--- config.mk ---
export PLATFORM = sky130hd
export DESIGN_NAME = gpu_net_iface
export DESIGN_NICKNAME = d
export VERILOG_FILES = /design/src/rtl/gpu_net_iface.sv
export SDC_FILE = /design/constraint.sdc
export NUM_CORES = 1
export LEC_CHECK = 0
export CAP_MARGIN = 20
export CORE_MARGIN = 2
export CORE_UTILIZATION = 35
export CTS_BUF_LIST = sky130_fd_sc_hd__clkbuf_2
export DETAILED_ROUTE_END_ITERATION = 12
export PLACE_DENSITY = 0.56
export SETUP_SLACK_MARGIN = 0.1
export SYNTH_ARGS = -nofsm -noshare
export SYNTH_HDL_FRONTEND = slang
export SYNTH_SLANG_ARGS = --single-unit
--- constraint.sdc ---
create_clock -name ACLK -period 3 [get_ports ACLK]
set_input_delay 0.3 -clock ACLK [delete_from_list [all_inputs] [get_ports ACLK]]
set_output_delay 0.3 -clock ACLK [all_outputs]
set_load 0.005 [all_outputs]
--- src/rtl/gpu_net_iface.sv ---
// gpu_net_iface
// Network interface for one GPU node, placed between the node core and its
// router port.
//   TX path: local {dest, payload} requests are packed into flits
//            {dest, payload}, queued in a TX FIFO and offered to the router.
//            The router handshake is net_valid_out / net_ready_in.
//   RX path: inbound flits are accepted whenever the RX FIFO has room.
//            A flit addressed to NODE_ID has its payload queued for the
//            local consumer. Any other flit is discarded and counted in a
//            saturating 8-bit drop counter.
//
// Parameters
//   NODE_ID   : this node's ID. Must be below 2**ID_W - 1.
//   ID_W      : width of the destination field.
//   PAYLOAD_W : width of the payload field.
//   TX_DEPTH  : number of TX FIFO entries. Power of two, at least 2.
//   RX_DEPTH  : number of RX FIFO entries. Power of two, at least 2.
//
// Ports
//   ACLK, ARESETn              : clock and asynchronous active-low reset.
//   tx_dest/tx_payload/tx_valid/tx_ready
//                              : local send request.
//   net_data_out/net_valid_out/net_ready_in
//                              : outbound flit to the router.
//   net_data_in/net_valid_in/net_ready_out
//                              : inbound flit from the router.
//   rx_payload/rx_valid/rx_ready
//                              : head of the RX FIFO, presented to the consumer.
//   drop_count                 : number of discarded inbound flits.
//                                Saturates at 255.
//
// Optional feature, selected by the macro GPU_NET_BCAST_EN:
//   When defined, an all-ones dest is the broadcast ID. Such flits are
//   delivered like a local match and are not counted as drops.
//   When undefined, an all-ones dest is misaddressed.
module gpu_net_iface #(
  parameter int NODE_ID   = 29,
  parameter int ID_W      = 6,
  parameter int PAYLOAD_W = 10,
  parameter int TX_DEPTH  = 4,
  parameter int RX_DEPTH  = 4
) (
  input  logic                      ACLK,
  input  logic                      ARESETn,
  input  logic [ID_W-1:0]           tx_dest,
  input  logic [PAYLOAD_W-1:0]      tx_payload,
  input  logic                      tx_valid,
  output logic                      tx_ready,
  output logic [ID_W+PAYLOAD_W-1:0] net_data_out,
  output logic                      net_valid_out,
  input  logic                      net_ready_in,
  input  logic [ID_W+PAYLOAD_W-1:0] net_data_in,
  input  logic                      net_valid_in,
  output logic                      net_ready_out,
  output logic [PAYLOAD_W-1:0]      rx_payload,
  output logic                      rx_valid,
  input  logic                      rx_ready,
  output logic [7:0]                drop_count
);

  localparam int FLIT_W = ID_W + PAYLOAD_W;
  localparam int TX_AW  = $clog2(TX_DEPTH);
  localparam int RX_AW  = $clog2(RX_DEPTH);

  localparam logic [ID_W-1:0] MY_ID = ID_W'(NODE_ID);
`ifdef GPU_NET_BCAST_EN
  localparam logic [ID_W-1:0] BCAST_ID = '1;
`endif

  localparam logic [TX_AW:0] TX_ONE    = {{TX_AW{1'b0}}, 1'b1};
  localparam logic [RX_AW:0] RX_ONE    = {{RX_AW{1'b0}}, 1'b1};
  // The pointers carry one extra wrap bit. The FIFO is full when the
  // pointers differ in that bit only.
  localparam logic [TX_AW:0] TX_FULL_X = {1'b1, {TX_AW{1'b0}}};
  localparam logic [RX_AW:0] RX_FULL_X = {1'b1, {RX_AW{1'b0}}};

  function automatic logic [7:0] sat_inc8(input logic [7:0] v);
    return (v == 8'hFF) ? v : v + 8'd1;
  endfunction

  // TX FIFO
  logic [FLIT_W-1:0] tx_mem_q [TX_DEPTH];
  logic [TX_AW:0]    tx_wr_q, tx_wr_d, tx_rd_q, tx_rd_d;
  logic              tx_empty, tx_full, tx_push, tx_pop;

  assign tx_empty      = (tx_wr_q == tx_rd_q);
  assign tx_full       = ((tx_wr_q ^ tx_rd_q) == TX_FULL_X);
  assign tx_ready      = !tx_full;
  assign net_valid_out = !tx_empty;
  // The storage is not reset. Gating the output with "empty" makes it read
  // as zero out of reset, and never exposes stale entries.
  assign net_data_out  = tx_empty ? '0 : tx_mem_q[tx_rd_q[TX_AW-1:0]];

  assign tx_push = tx_valid && tx_ready;
  assign tx_pop  = net_valid_out && net_ready_in;
  assign tx_wr_d = tx_push ? tx_wr_q + TX_ONE : tx_wr_q;
  assign tx_rd_d = tx_pop  ? tx_rd_q + TX_ONE : tx_rd_q;

  always_ff @(posedge ACLK or negedge ARESETn) begin
    if (!ARESETn) begin
      tx_wr_q <= '0;
      tx_rd_q <= '0;
    end else begin
      tx_wr_q <= tx_wr_d;
      tx_rd_q <= tx_rd_d;
    end
  end

  always_ff @(posedge ACLK) begin
    if (tx_push) tx_mem_q[tx_wr_q[TX_AW-1:0]] <= {tx_dest, tx_payload};
  end

  // RX filter and RX FIFO
  logic [PAYLOAD_W-1:0] rx_mem_q [RX_DEPTH];
  logic [RX_AW:0]       rx_wr_q, rx_wr_d, rx_rd_q, rx_rd_d;
  logic                 rx_empty, rx_full, rx_accept, rx_match, rx_push, rx_pop, rx_drop;
  logic [ID_W-1:0]      rx_dest;
  logic [7:0]           drop_q, drop_d;

  assign rx_empty      = (rx_wr_q == rx_rd_q);
  assign rx_full       = ((rx_wr_q ^ rx_rd_q) == RX_FULL_X);
  // Readiness depends only on occupancy, never on the flit's destination.
  // A misaddressed flit is therefore still held off while the RX FIFO is full.
  assign net_ready_out = !rx_full;
  assign rx_valid      = !rx_empty;
  assign rx_payload    = rx_empty ? '0 : rx_mem_q[rx_rd_q[RX_AW-1:0]];

  assign rx_dest = net_data_in[FLIT_W-1:PAYLOAD_W];
`ifdef GPU_NET_BCAST_EN
  assign rx_match = (rx_dest == MY_ID) || (rx_dest == BCAST_ID);
`else
  assign rx_match = (rx_dest == MY_ID);
`endif

  assign rx_accept = net_valid_in && net_ready_out;
  assign rx_push   = rx_accept && rx_match;
  assign rx_drop   = rx_accept && !rx_match;
  assign rx_pop    = rx_valid && rx_ready;
  assign rx_wr_d   = rx_push ? rx_wr_q + RX_ONE : rx_wr_q;
  assign rx_rd_d   = rx_pop  ? rx_rd_q + RX_ONE : rx_rd_q;
  assign drop_d    = rx_drop ? sat_inc8(drop_q) : drop_q;

  always_ff @(posedge ACLK or negedge ARESETn) begin
    if (!ARESETn) begin
      rx_wr_q <= '0;
      rx_rd_q <= '0;
      drop_q  <= '0;
    end else begin
      rx_wr_q <= rx_wr_d;
      rx_rd_q <= rx_rd_d;
      drop_q  <= drop_d;
    end
  end

  always_ff @(posedge ACLK) begin
    if (rx_push) rx_mem_q[rx_wr_q[RX_AW-1:0]] <= net_data_in[PAYLOAD_W-1:0];
  end

  assign drop_count = drop_q;

endmodule
# --- After elaboration in Yosys (flattened, before gate mapping) ---
# Memory sizes are Yosys's and may differ from the RTL's.
# Index checks and enable logic that the tools add are counted.
classes:
  add_sub_neg: 5
  n_eq_ne: 6
  muxes: 6
  n_bitwise: 3
  reduce_logical: 12
ops:
  columns: ["cell", "n"]
  rows:
  - ["2-to-1 mux 16 bit", 1]
  - ["adder 3 x 1 -> 3 bit, second input constant", 4]
  - ["2-to-1 mux 10 bit", 1]
  - ["adder 8 x 1 -> 8 bit, second input constant", 1]
  - ["== test 8 bit, second input constant", 1]
  - ["== test 3 bit", 2]
  - ["== test 3 bit, second input constant", 2]
  - ["== test 6 x 5 -> 1 bit, second input constant", 1]
  - ["logical AND 1 bit", 6]
  - ["bitwise XOR 3 bit", 2]
  - ["logical NOT 1 bit", 5]
  - ["2-to-1 mux 1 bit", 4]
  - ["AND reduction 2 bit", 1]
  - ["NOT 1 bit", 1]
totals:
  register_bits: 20
  ram_bits: 104
  in_bits: 38
  out_inout_bits: 38
  mem_count: 2
mem_list:
  columns: ["name", "depth", "word_bits", "read_ports", "rd_ports_with_merged_regs", "wr", "line", "rtl"]
  rows:
  - ["tx_mem_q", 4, 16, 1, 0, 1, "82", "logic [FLIT_W-1:0] tx_mem_q [TX_DEPTH];"]
  - ["rx_mem_q", 4, 10, 1, 0, 1, "114", "logic [PAYLOAD_W-1:0] rx_mem_q [RX_DEPTH];"]

# --- Logic depth before layout (Yosys ltp) ---
# Gate-level depths: netlist of the first run.
depth:
  depth_word: 7
  ltp_mapped: 5
  mapped_depth_nobuf: 5

# --- Worst setup path after synthesis of the first run ---
# No wires, ideal clock.
synth_timing:
  kind: "register to register"
  from: "register tx_rd_q[0]"
  to: "memory tx_mem_q[3][0] (netlist name), enable pin"
  setup_ns: 0.375
  arrival_time_ns: 1.521
  required_ns: 2.625
  slack_ns: 1.104
  stages_incl_launch_ff: 5
  path_cell_list: "dfrtp_1 -> buf_4 -> xnor2_1 -> a31oi_2 -> and2_1"
synth_via:
  elab_chain_len: 6
synth_rtl:
  columns: ["item", "line", "rtl"]
  rows:
  - ["from (decl)", "83", "logic [TX_AW:0] tx_wr_q, tx_wr_d, tx_rd_q, tx_rd_d;"]
  - ["from (signal assigned)", "105", "tx_rd_q <= tx_rd_d;"]
  - ["bitwise XOR 3 bit", "87", "assign tx_full = ((tx_wr_q ^ tx_rd_q) == TX_FULL_X);"]
  - ["== test 3 bit", "87", null]
  - ["logical NOT 1 bit", "88", "assign tx_ready = !tx_full;"]
  - ["logical AND 1 bit", "94", "assign tx_push = tx_valid && tx_ready;"]
  - ["2-to-1 mux 1 bit", "110", "if (tx_push) tx_mem_q[tx_wr_q[TX_AW-1:0]] <= {tx_dest, tx_payload};"]
  - ["2-to-1 mux 1 bit (not written as such)", "110", null]
  - ["to (decl)", "82", null]
# Every way passes these cells.

# --- Final worst setup path of the first run ---
layout_timing:
  from: "register tx_rd_q[0]"
  to: "output port net_data_out[6]"
layout_via:
  elab_chain_len: 2
  elab_cells_between_ends: 3
  cone_classes: "1 x eq/ne; 1 x mux; 1 x memory"
layout_rtl:
  columns: ["item", "line", "rtl"]
  rows:
  - ["memory read (4 x 16 bit) or == test 3 bit (tied branches)", null, null]
  - ["2-to-1 mux 16 bit (*)", "92", "assign net_data_out = tx_empty ? '0 : tx_mem_q[tx_rd_q[TX_AW-1:0]];"]
  - ["to (decl)", "49", "output logic [ID_W+PAYLOAD_W-1:0] net_data_out,"]
# Every way passes the cells marked *; elsewhere a longest branch is shown, timed or not.

==> key figures, run 1 <==
STA
  • Worst slew pin tran: between 0.9 and 1 ns
  • Hold slack: around 0.13 ns
  • Final Hold Violating Endpoints: 0
  • # setup viols final: 0
  • RSZ-0062 raised after global routing: yes
  • Fmax achieved: 367 MHz
  • Worst slew margin: 0.371
  • Tmin final: 2.73 ns
  • Final period util: 0.909
  • Final Slew Violations: 0
  • Clock skew: 0.0177 ns
  • Fin Setup TNS: 0 ns

Finish
  • Layout cells sized above 1: 0.296
  • Non-Filler Instances: ~570
  • Area of the multi-input gates: 0.00150 mm²
  • Area growth syn-to-layout: 26.9%
  • NumNets Final: between 400 and 500
  • Register area: approximately 0.0036 mm²
  • Most common cell after layout, fill and taps aside: edfxtp_1
  • Final Cell Area: ~0.0065 mm²
  • Layout fillers: 1,307
  • Most frequent cells in the layout: edfxtp_1, clkdlybuf4s50_1, mux4_2

Route
  • First-pass DRT Iterations: 4
  • Post-DRT Antenna Nets: 0
  • Vias: 2,685
  • DR DRC count: 0
  • Routed wire per std cell: around 17 µm
  • Iteration-0 DRC Markers: 127
  • Final WL: 9.61 mm
  • Routed vias/inst: between 4 and 5

Global route
  • First-pass GRT wire length: between 15 and 20 mm
  • Vias in the first global route: approximately 2,900
  • Pin count of the biggest net entering global routing: 21
  • Initial antenna violation count: 1
  • Total GRT Usage: 0.131
  • Gr ovfl total: 0

Synth
  • Seq/Total Area, Yosys: 0.704
  • Fraction of registers with async set/reset: 0.161
  • Largest family of logic cells by synthesized area: multiplexers
  • Post-synthesis mux area share: 0.124
  • Xor/xnor share of the synthesized area: 0.0370
  • Synthesis-stage register bit count: 124
  • Synth warn: 0
  • Mapped Nets: 315
  • Syn Area/Cell: 19.3 µm²
  • Syn Inst Count: around 270
  • Unique masters post-synth: 41
  • Adder-Cell Fraction of Synth Area: 0.0267
  • Ys flop type: edfxtp_1
  • Number of flops mapped to enable cells by yosys: between 100 and 150
  • Compound-gate portion of the synthesized area: 0.0122
  • Mapped cell area: about 0.0051 mm²
  • Post-Synth Simple-Gate Area: 0.0827

Setup path
  • FF-to-FF End: rx_mem_q[3][7]
  • Startpoint types: flop
  • CP max FO: 14
  • Worst r2r path cells: 3
  • WP data required: between 2 and 3 ns
  • Critical path origin: tx_rd_q[0]
  • R2r setup slk: a little over 1 ns
  • WS Path Type: reg -> out
  • Worst Path Arrival: 2.43 ns
  • Critical R2R Launch: rx_wr_q[1]
  • Worst setup EP type: output port

Clock network
  • Root Driver: clkbuf_2
  • Clock sink count: 124
  • Clock-pin slew on the worst setup and hold paths: 0.18 ns
  • Worst-Skew Late Latency: 0.66 ns
  • CTS tree: done
  • Post-CTS Hold Fix Bufs: 0
  • Max H-tree Level: 4
  • TritonCTS Buffers: 17
  • Clock buffer depth: 2

Power
  • Pint: about 4.2 mW
  • Leakage: between 2 and 2.5 nW
  • Register share of total power: 0.396
  • Combinational power share: 0.458
  • Pwr/cell area: 938 mW/mm²
  • P_sw: 1.90 mW
  • Tot Pwr: just over 6 mW
  • Sw Ratio: 0.310
  • Peak supply drop: between 0.2 and 0.3 mV
  • Part of the power in the clock network: 0.146

Die
  • Chip Width: roughly 130 µm
  • Die area: 0.0157 mm²
  • Area of the core: about 0.014 mm²
  • Die height: 125 µm
  • Std cell rows: between 40 and 50
  • Initial Utilization: 0.357
  • Number of I/O pins: 76

Placement
  • Hpwl dp: just under 6 mm
  • Number of buffers added on ports: 75
  • DP Cell Count: 526
  • Post-DP Area: 0.00616 mm²
  • Final Wtd Congestion: between 0.7 and 0.8

Worst hold path
  • Hold Path Class: in -> async

Job
  • Max-cap violations: 0

Run status
  • Status: complete, no violations
synth_stat cells, types with 3 or more instances:
cell / number / share of area
mux4_2: 26 / 0.11
and2_1: 21 / 0.026
dfrtp_1: 20 / 0.097
nand3_1: 5 / 0.0049
buf_2: 4 / 0.0039
xor2_1: 9 / 0.015
inv_1: 5 / 0.0036
nor4_1: 3 / 0.0036
ha_1: 11 / 0.027
and3_1: 4 / 0.0049
xnor2_1: 9 / 0.015
edfxtp_1: 104 / 0.61
nand2_1: 4 / 0.0029
and2_4: 9 / 0.015
state kept, by name, summed over array words and instances (netlist names):
name and flops:
rx_mem_q 40, tx_rd_q 3, rx_wr_q 3, tx_mem_q 64, drop_count 8, tx_wr_q 3, rx_rd_q 3
stage by stage:
stage	utilization	setup slack [ns]
after global placement	0.427	0.675
after detailed placement	0.427	0.667
after CTS	0.448	0.104
after global routing	0.453	0.0711
after floorplan	-	1.10
final	0.453	0.273
worst max-delay path by stage:
| stage | endpoint | slack [ns] | cells past startpoint |
|---|---|---|---|
| after floorplan | tx_mem_q[3][0] | 1.10 | 4 |
| after global routing | net_data_out[14] | 0.07 | 4 |
| after detailed placement | rx_payload[5] | 0.67 | 4 |
| after CTS | net_data_out[1] | 0.10 | 4 |
| after global placement | rx_payload[0] | 0.68 | 4 |
| final | net_data_out[6] | 0.27 | 4 |
metal layers:
layer,global-route usage,routed length [µm],vias up
met3,0.0428,304,9
met2,0.207,4620,48
met1,0.170,4550,1372
met5,0,0,-
met4,0.0510,144,0
li1,-,-,1256
cells by family after synthesis:
group	after synthesis
buf+inv	14
xor+xnor	20
compound gates	6
simple gates	61
flops	124
fa+ha+maj	11
mux	30
power by group through the flow:
stage / clock network [mW] / registers, mW / logic (mW)
after floorplan: 0 / 2.39 / 1.46
after global placement: 0 / 2.47 / 2.57
after detailed placement: 0 / 2.48 / 2.59
after CTS: 0.951 / 2.43 / 2.80
after global routing: 1.02 / 2.47 / 3.06
final: 0.895 / 2.43 / 2.80
area by class of cell:
class                      instances  share of cell area
timing repair buffer              98               0.146
tap                              184              0.0352
multi-input combinational        129               0.230
antenna                            1            0.000383
sequential                       124               0.556
clock inverter                    13              0.0157
clock buffer                      19              0.0146
inverter                           5             0.00287
critical path, cell delays in order (launching register included):
cell             delay [ns]
dfrtp_2                0.45
buf_12                 0.19
mux4_2                 0.51
and2_1                 0.17
clkdlybuf4s50_1        0.44
what timing repair did:
item                       CTS  global route
pin swaps                    2             2
gates resized for setup     10             7
buffers inserted             8             5
setup endpoints to repair   27            26
cloned                       1             0
Note: power is estimated with default switching activity, not from simulation.
==> inputs of run 2 (changes only) <==
--- a/config.mk
+++ b/config.mk
@@ -5,7 +5,7 @@
 export SDC_FILE = /design/constraint.sdc
 export NUM_CORES = 1
 export LEC_CHECK = 0
-export CAP_MARGIN = 20
+export CAP_MARGIN = 5
 export CORE_MARGIN = 2
 export CORE_UTILIZATION = 35
 export CTS_BUF_LIST = sky130_fd_sc_hd__clkbuf_2
@@ -15,3 +15,4 @@
 export SYNTH_ARGS = -nofsm -noshare
 export SYNTH_HDL_FRONTEND = slang
 export SYNTH_SLANG_ARGS = --single-unit
+export TNS_END_PERCENT = 100
==> results of run 2 <==
Same layout as run 1: the final DEF is identical, and so are final timing and power.
